===== src/rtl/fp_pkg.sv =====
// Shared types and constants for the FP add/sub issue/capture stage.
// Optional build macro: FP_ADDSUB_NAN_CANON_EN (NaN canonicalisation and NV flag).
package fp_pkg;

    typedef enum logic [1:0] {
        IDLE   = 2'd0,
        SETTLE = 2'd1,
        DONE   = 2'd2
    } state_t;

    localparam int FP_W        = 32;
    localparam int FP_SIGN_BIT = 31;

    // Flag vector layout: {NV, OF, UF} with NV present only in the NaN build.
    localparam int FLAG_UF = 0;
    localparam int FLAG_OF = 1;

`ifdef FP_ADDSUB_NAN_CANON_EN
    localparam int FLAG_NV = 2;
    localparam int FLAG_N  = 3;

    localparam int FP_EXP_MSB = 30;
    localparam int FP_EXP_LSB = 23;
    localparam int FP_MAN_MSB = 22;

    localparam logic [FP_W-1:0] CANON_NAN = 32'h7FC0_0000;
`else
    localparam int FLAG_N  = 2;
`endif

    // Subtraction is addition with operand B's sign inverted.
    function automatic logic [FP_W-1:0] apply_sub(input logic [FP_W-1:0] b, input logic sub);
        logic [FP_W-1:0] r;
        r = b;
        r[FP_SIGN_BIT] = b[FP_SIGN_BIT] ^ sub;
        return r;
    endfunction

endpackage


===== src/rtl/fp_nan_detect.sv =====
// Combinational NaN / signalling-NaN classifier for a single-precision word.
// Only compiled when FP_ADDSUB_NAN_CANON_EN is defined.
`ifdef FP_ADDSUB_NAN_CANON_EN
module fp_nan_detect
    import fp_pkg::*;
(
    input  logic [FP_W-1:0] word,
    output logic            is_nan,
    output logic            is_snan
);

    logic exp_ones;
    logic man_nz;

    // A NaN has an all-ones exponent and non-zero mantissa; quiet bit is the mantissa MSB.
    always_comb begin
        exp_ones = &word[FP_EXP_MSB:FP_EXP_LSB];
        man_nz   = |word[FP_MAN_MSB:0];
        is_nan   = exp_ones & man_nz;
        is_snan  = exp_ones & man_nz & ~word[FP_MAN_MSB];
    end

endmodule
`endif


===== src/rtl/fp_addsub_seq.sv =====
// Issue/capture stage in front of the combinational single-precision add/sub
// datapath: registers operands, holds them for SETTLE_CYCLES, captures the
// result and flags, and accumulates sticky fflags.
// Optional build macro: FP_ADDSUB_NAN_CANON_EN adds NaN canonicalisation,
// the NV flag and the rsp_invalid port.
module fp_addsub_seq
    import fp_pkg::*;
#(
    parameter int SETTLE_CYCLES = 2,
    parameter int CNT_W         = 4
) (
    input  logic              clk,
    input  logic              rst_n,
    input  logic              req_valid,
    output logic              req_ready,
    input  logic [FP_W-1:0]   req_a,
    input  logic [FP_W-1:0]   req_b,
    input  logic              req_sub,
    output logic [FP_W-1:0]   dp_a,
    output logic [FP_W-1:0]   dp_b,
    input  logic [FP_W-1:0]   dp_result,
    input  logic              dp_overflow,
    input  logic              dp_underflow,
    output logic              rsp_valid,
    input  logic              rsp_ready,
    output logic [FP_W-1:0]   rsp_result,
    output logic              rsp_overflow,
    output logic              rsp_underflow,
`ifdef FP_ADDSUB_NAN_CANON_EN
    output logic              rsp_invalid,
`endif
    output logic [FLAG_N-1:0] fflags_sticky,
    input  logic              fflags_clr,
    output logic              busy
);

    state_t             state;
    state_t             state_nxt;
    logic [CNT_W-1:0]   cnt;
    logic               load;
    logic               capture;
    logic [FP_W-1:0]    cap_result;
    logic [FLAG_N-1:0]  cap_flags;
    logic [FLAG_N-1:0]  rsp_flags;

`ifdef FP_ADDSUB_NAN_CANON_EN
    logic res_nan;
    logic res_snan;
    logic a_nan;
    logic a_snan;
    logic b_nan;
    logic b_snan;

    fp_nan_detect u_nan_res (.word(dp_result), .is_nan(res_nan), .is_snan(res_snan));
    fp_nan_detect u_nan_a   (.word(dp_a),      .is_nan(a_nan),   .is_snan(a_snan));
    fp_nan_detect u_nan_b   (.word(dp_b),      .is_nan(b_nan),   .is_snan(b_snan));

    // Canonicalise any NaN result; NV comes from signalling-NaN operands.
    always_comb begin
        cap_result         = res_nan ? CANON_NAN : dp_result;
        cap_flags          = '0;
        cap_flags[FLAG_OF] = dp_overflow;
        cap_flags[FLAG_UF] = dp_underflow;
        cap_flags[FLAG_NV] = a_snan | b_snan;
    end

    assign rsp_invalid = rsp_flags[FLAG_NV];
`else
    // Result passes through untouched; only OF/UF are tracked.
    always_comb begin
        cap_result         = dp_result;
        cap_flags          = '0;
        cap_flags[FLAG_OF] = dp_overflow;
        cap_flags[FLAG_UF] = dp_underflow;
    end
`endif

    assign rsp_overflow  = rsp_flags[FLAG_OF];
    assign rsp_underflow = rsp_flags[FLAG_UF];

    // State register.
    always_ff @(posedge clk or negedge rst_n) begin
        if (!rst_n) state <= IDLE;
        else        state <= state_nxt;
    end

    // Next-state and handshake decode.
    always_comb begin
        state_nxt = state;
        req_ready = 1'b0;
        busy      = 1'b1;
        load      = 1'b0;
        capture   = 1'b0;
        case (state)
            IDLE: begin
                req_ready = 1'b1;
                busy      = 1'b0;
                if (req_valid) begin
                    load      = 1'b1;
                    state_nxt = SETTLE;
                end
            end
            SETTLE: begin
                if (cnt == '0) begin
                    capture   = 1'b1;
                    state_nxt = DONE;
                end
            end
            DONE: begin
                if (rsp_ready) state_nxt = IDLE;
            end
            default: state_nxt = IDLE;
        endcase
    end

    // Settle down-counter; terminal count triggers the capture.
    always_ff @(posedge clk or negedge rst_n) begin
        if (!rst_n)                          cnt <= '0;
        else if (load)                       cnt <= CNT_W'(SETTLE_CYCLES - 1);
        else if (state == SETTLE && cnt != '0) cnt <= cnt - 1'b1;
    end

    // Operand registers feeding the datapath; held after completion.
    always_ff @(posedge clk or negedge rst_n) begin
        if (!rst_n) begin
            dp_a <= '0;
            dp_b <= '0;
        end else if (load) begin
            dp_a <= req_a;
            dp_b <= apply_sub(req_b, req_sub);
        end
    end

    // Response registers: loaded at capture, valid dropped on acceptance.
    always_ff @(posedge clk or negedge rst_n) begin
        if (!rst_n) begin
            rsp_valid  <= 1'b0;
            rsp_result <= '0;
            rsp_flags  <= '0;
        end else if (capture) begin
            rsp_valid  <= 1'b1;
            rsp_result <= cap_result;
            rsp_flags  <= cap_flags;
        end else if (state == DONE && rsp_ready) begin
            rsp_valid  <= 1'b0;
        end
    end

    // Sticky flags; a coincident clear beats accumulation.
    always_ff @(posedge clk or negedge rst_n) begin
        if (!rst_n)          fflags_sticky <= '0;
        else if (fflags_clr) fflags_sticky <= '0;
        else if (capture)    fflags_sticky <= fflags_sticky | cap_flags;
    end

endmodule


===== config.mk =====
export PLATFORM = sky130hd
export DESIGN_NAME = fp_addsub_seq
export DESIGN_NICKNAME = d
export VERILOG_FILES = /design/src/rtl/fp_pkg.sv /design/src/rtl/fp_nan_detect.sv /design/src/rtl/fp_addsub_seq.sv
export SDC_FILE = /design/constraint.sdc
export NUM_CORES = 1
export LEC_CHECK = 0
export CORE_ASPECT_RATIO = 0.6
export CORE_MARGIN = 2
export CORE_UTILIZATION = 55
export DETAILED_ROUTE_END_ITERATION = 7
export DONT_BUFFER_PORTS = 1
export GPL_TIMING_DRIVEN = 0
export PLACE_DENSITY_LB_ADDON = 0.25
export SLEW_MARGIN = 20
export SYNTH_ARGS = -nofsm -noshare
export SYNTH_HDL_FRONTEND = slang
export SYNTH_SLANG_ARGS = --single-unit

===== constraint.sdc =====
create_clock -name clk -period 1.5 [get_ports clk]
set_input_delay 0.225 -clock clk [delete_from_list [all_inputs] [get_ports clk]]
set_output_delay 0.225 -clock clk [all_outputs]
set_load 0.05 [all_outputs]

== Word-level counts from Yosys, hierarchy flattened ==
Cells that the tools add are included.
Storage, ports and cells
  flip-flop bits (word level): 107
  bits of input ports: 104
  output and inout bits: 103
  logic and storage cells: 41
Operators by class
  add/subtract/negate cells: 1
  equal/unequal tests: 5
  muxes and demuxes: 16
  bitwise gates (word level): 2
  reductions and logical operators: 9
Operators by type and width (count)
  $mux 2: 5
  $mux 1: 8
  $mux 4: 2
  $ne 2x2->1 const B: 3
  $pmux 2 s3: 1
  $reduce_bool 2->1: 3
  $logic_not 4->1: 1
  $reduce_bool 4->1: 1
  $sub 4x1->4 const B: 1
  $reduce_and 3->1: 1
  $eq 2x1->1 const B: 1
  $eq 2x2->1 const B: 1
  $logic_and 1x1->1: 2
  $logic_not 2->1: 1
  $or 2x2->2: 1
  $xor 1x1->1: 1

== Longest topological paths before layout ==
  depth in word-level cells: 5
  gate-level depth with buffers: 6
  mapped depth without buffers: 5

== Worst setup path before layout ==
OpenSTA, ideal clock, no wires.
  path kind: flip-flop to output port
  start: register state[0]
  end: output port req_ready
  arrival: 1285 ps
  data required time: 1275 ps
  slack: -10 ps
  cell stages (with the launch flop): 4
  path buffers: 1
  path through: dfrtp_1 > buf_2 > or2_2 > inv_1
On the way
  word-level cells in the longest chain between the ends: 2
Ends and longest elaborated chain
  from (decl): RTL line fp_addsub_seq.sv:37  | state_t state;
  from (signal assigned): RTL line fp_addsub_seq.sv:84  | else state <= state_nxt;
  $logic_not 2->1: RTL line fp_addsub_seq.sv:94  | case (state)
  $mux 1: RTL line fp_addsub_seq.sv:94
  to (decl): RTL line fp_addsub_seq.sv:15  | output logic req_ready,
No other way between the ends.

== Final worst setup path ==
  start: register state[1]
  end: output port req_ready
The elaborated chain is that of the path after synthesis.

==> qor.csv <==
metric;value;unit
I/O pin count;207;
die span in x;117;um
final net count;390;
worst reg-to-reg path cell count;4;
Critical Path AT;1.35;ns
I/O Buffers;0;
initial drt markers;111;
layout cells sized above 1;49.8;%
ANT nets after route;0;
Via density;5.61;
CTS Sinks;107;
fillcell total;507;
Worst Hold Class;primary input to asynchronous set/reset pin;
relative slew slack;65.9;%
failing checks;negative hold slack, negative setup slack;
Vert. Die Dim;71.6;um
Clock Skew;0.00722;ns
Multi-input gate area;0.00159;mm^2
Final Max Tran Viols;0;
H-tree depth;3;
Post-synth EDFFs;0;
vias post-DR;2203;
total grt overflow;0;
synthesized net count;363;
asr flop ratio synth;100;%
CP startpoint kind;flop;
first-pass detailed-route iteration total;4;
largest stage delay on the critical path;0.46;ns
CTS Buffer Depth;2;
HPWL Detailed;5890;um
Core ar.;0.00733;mm^2
initial antenna violation count;0;
Final Cycle Share;105;%
first-pass GRT wire length;12000;um
worst-path cell chain;or2_4 -> clkinvlp_4;
syn avg cell area;16.3;um^2
RSZ-0062 raised after global routing;true;
reg2reg end;dp_b[4];
Worst R2R Start;state[1];
DR WL/cell;23.1;um
Seq/Total Area, Yosys;64.0;%
slack of the critical path;-0.0736;ns
post-route setup TNS;-0.605;ns
status;finished with violations;
count of cell types in the netlist;28;
CTS root buffer;clkbuf_16;
element type at the critical path end;primary output;
final hold violations;107;
DIE AREA;0.00834;mm^2
fmax;635;MHz
Tmin final;1.57;ns
# diodes;0;
Syn. warnings;0;
WP data required;1.27;ns
final setup vio count;28;
pre-CTS setup slack;-0.235;ns
Total Routing Usage GR;19.4;%
Setup Crit Path Kind;flop to primary output;
worst skew pair latency;0.33;ns
Mapped Cells;257;
area delta synth->final;22.3;%
Worst R2R Setup Slack;-0.04;ns
# hold bufs at CTS;2;
num rows;24;
Post-route DRC;0;
Initial Utilization;57.1;%
clock transition at the registers of the reported paths;0.07;ns
DRT Wirelength;9090;um
largest net degree at the start of global routing;108;
synthesis-stage register bit count;107;
Main synth FF type;dfrtp_1;
CTS Buf Count;9;
CTS tree;done;
max-cap violations;0;
register area;0.00268;mm^2
RePlAce Congestion;0.687;
number of global-route vias before repair;2253;
worst-margin pin slew;0.512;ns
Max stage delay cell, worst path;dfrtp_2;
Syn Std Cell Area;0.00418;mm^2
crit path max fanout;6;
final hold slack;-0.422;ns
[registers in the layout (all words and copies together), names as in the netlist]
register and flops:
cnt 4, dp_a 32, dp_b 32, fflags_sticky 2
rsp_flags 2, rsp_result 32, rsp_valid 1, state 2
[how the worst max path moves through the flow]
| stage | from | endpoint | depth (start not counted) |
|---|---|---|---|
| 3_5_place_dp | state[0] | dp_a[4] | 5 |
| 2_1_floorplan | cnt[0] | cnt[1] | 5 |
| 5_1_grt | state[1] | req_ready | 2 |
| 3_3_place_gp | state[0] | dp_a[4] | 5 |
| 4_1_cts | state[1] | req_ready | 2 |
| 6_report | state[1] | req_ready | 2 |
[critical path, delay by kind of cell (launching register included)]
family,cells,cell delay (ns)
flops,1,0.46
simple gates,1,0.33
buf+inv,1,0.22
[layout by cell type, fill, tap and decap left out, types with 3 or more instances in the layout]
cell and instances:
buf_8 7, buf_4 6, nand2_1 3, buf_6 5, clkbuf_16 15, nor2_1 4, mux2_1 4, o21ai_0 4
mux2_2 26, mux2_4 67, inv_1 4, nand2b_1 4, dfrtp_1 105
[timing repair]
item | 4_1_cts | 5_1_grt
gates cloned | 0 | 6
hold endpoints to repair | 110 | 107
gates resized for setup | 14 | 62
pin swaps | 4 | 2
buffers inserted | 8 | 1
endpoints found under the setup margin | 103 | 90
[cell usage after synthesis (2+ instances only)]
cell      count  share of area [%]
mux2_1        5                1.3
nand2_1       3               0.27
buf_4         6                1.1
buf_6         4                1.1
a21oi_1       2               0.24
nor2_1        4               0.36
ha_1          2               0.60
dfrtp_1     107                 64
mux2_2       76                 20
o21ai_0       4               0.48
mux2_4       16                5.7
buf_2         2               0.24
nand2b_1      4               0.60
inv_1         7               0.63
o22ai_1       2               0.30
[layout make-up]
cell class                      instances  area share, %
Buffer                                 11           2.86
Clock buffer                           13           5.08
Clock inverter                          3          0.416
Inverter                                7          0.587
Multi-Input combinational cell        131           31.1
Sequential cell                       107           52.4
Tap cell                              104           2.54
Timing Repair Buffer                   17           5.04
[through the flow]
step | util, % | hold slack, ns | cell area, um^2 | cells
3_5_place_dp | 58.9 | -0.0688 | 4320 | 361
5_1_grt | 69.9 | -0.445 | 5120 | 393
6_report | 69.9 | -0.422 | 5120 | 393
4_1_cts | 64.5 | -0.435 | 4730 | 386
3_3_place_gp | 58.9 | -0.0689 | 4320 | 361
2_1_floorplan | - | -0.0706 | 4190 | 257
[routing by layer]
metal	routed length [um]	vias to the layer above	GRT usage, %
met5	0	-	0
met4	76	0	6.41
met3	970	8	9.05
met2	4450	111	31.2
met1	3590	1139	23.4
li1	-	945	-
[cell families (layout without fill, tap and decap cells)]
logic type	after synthesis	after routing	share of synthesized area, %
buf+inv	19	51	3.02
fa+ha+maj	2	2	0.598
xor+xnor	1	1	0.209
compound gates	11	11	1.61
flops	107	107	64.0
mux	98	98	27.8
simple gates	19	19	2.78
Power is not shown: default switching activity piles up to over one toggle a cycle in this logic, so the estimate is an artifact.
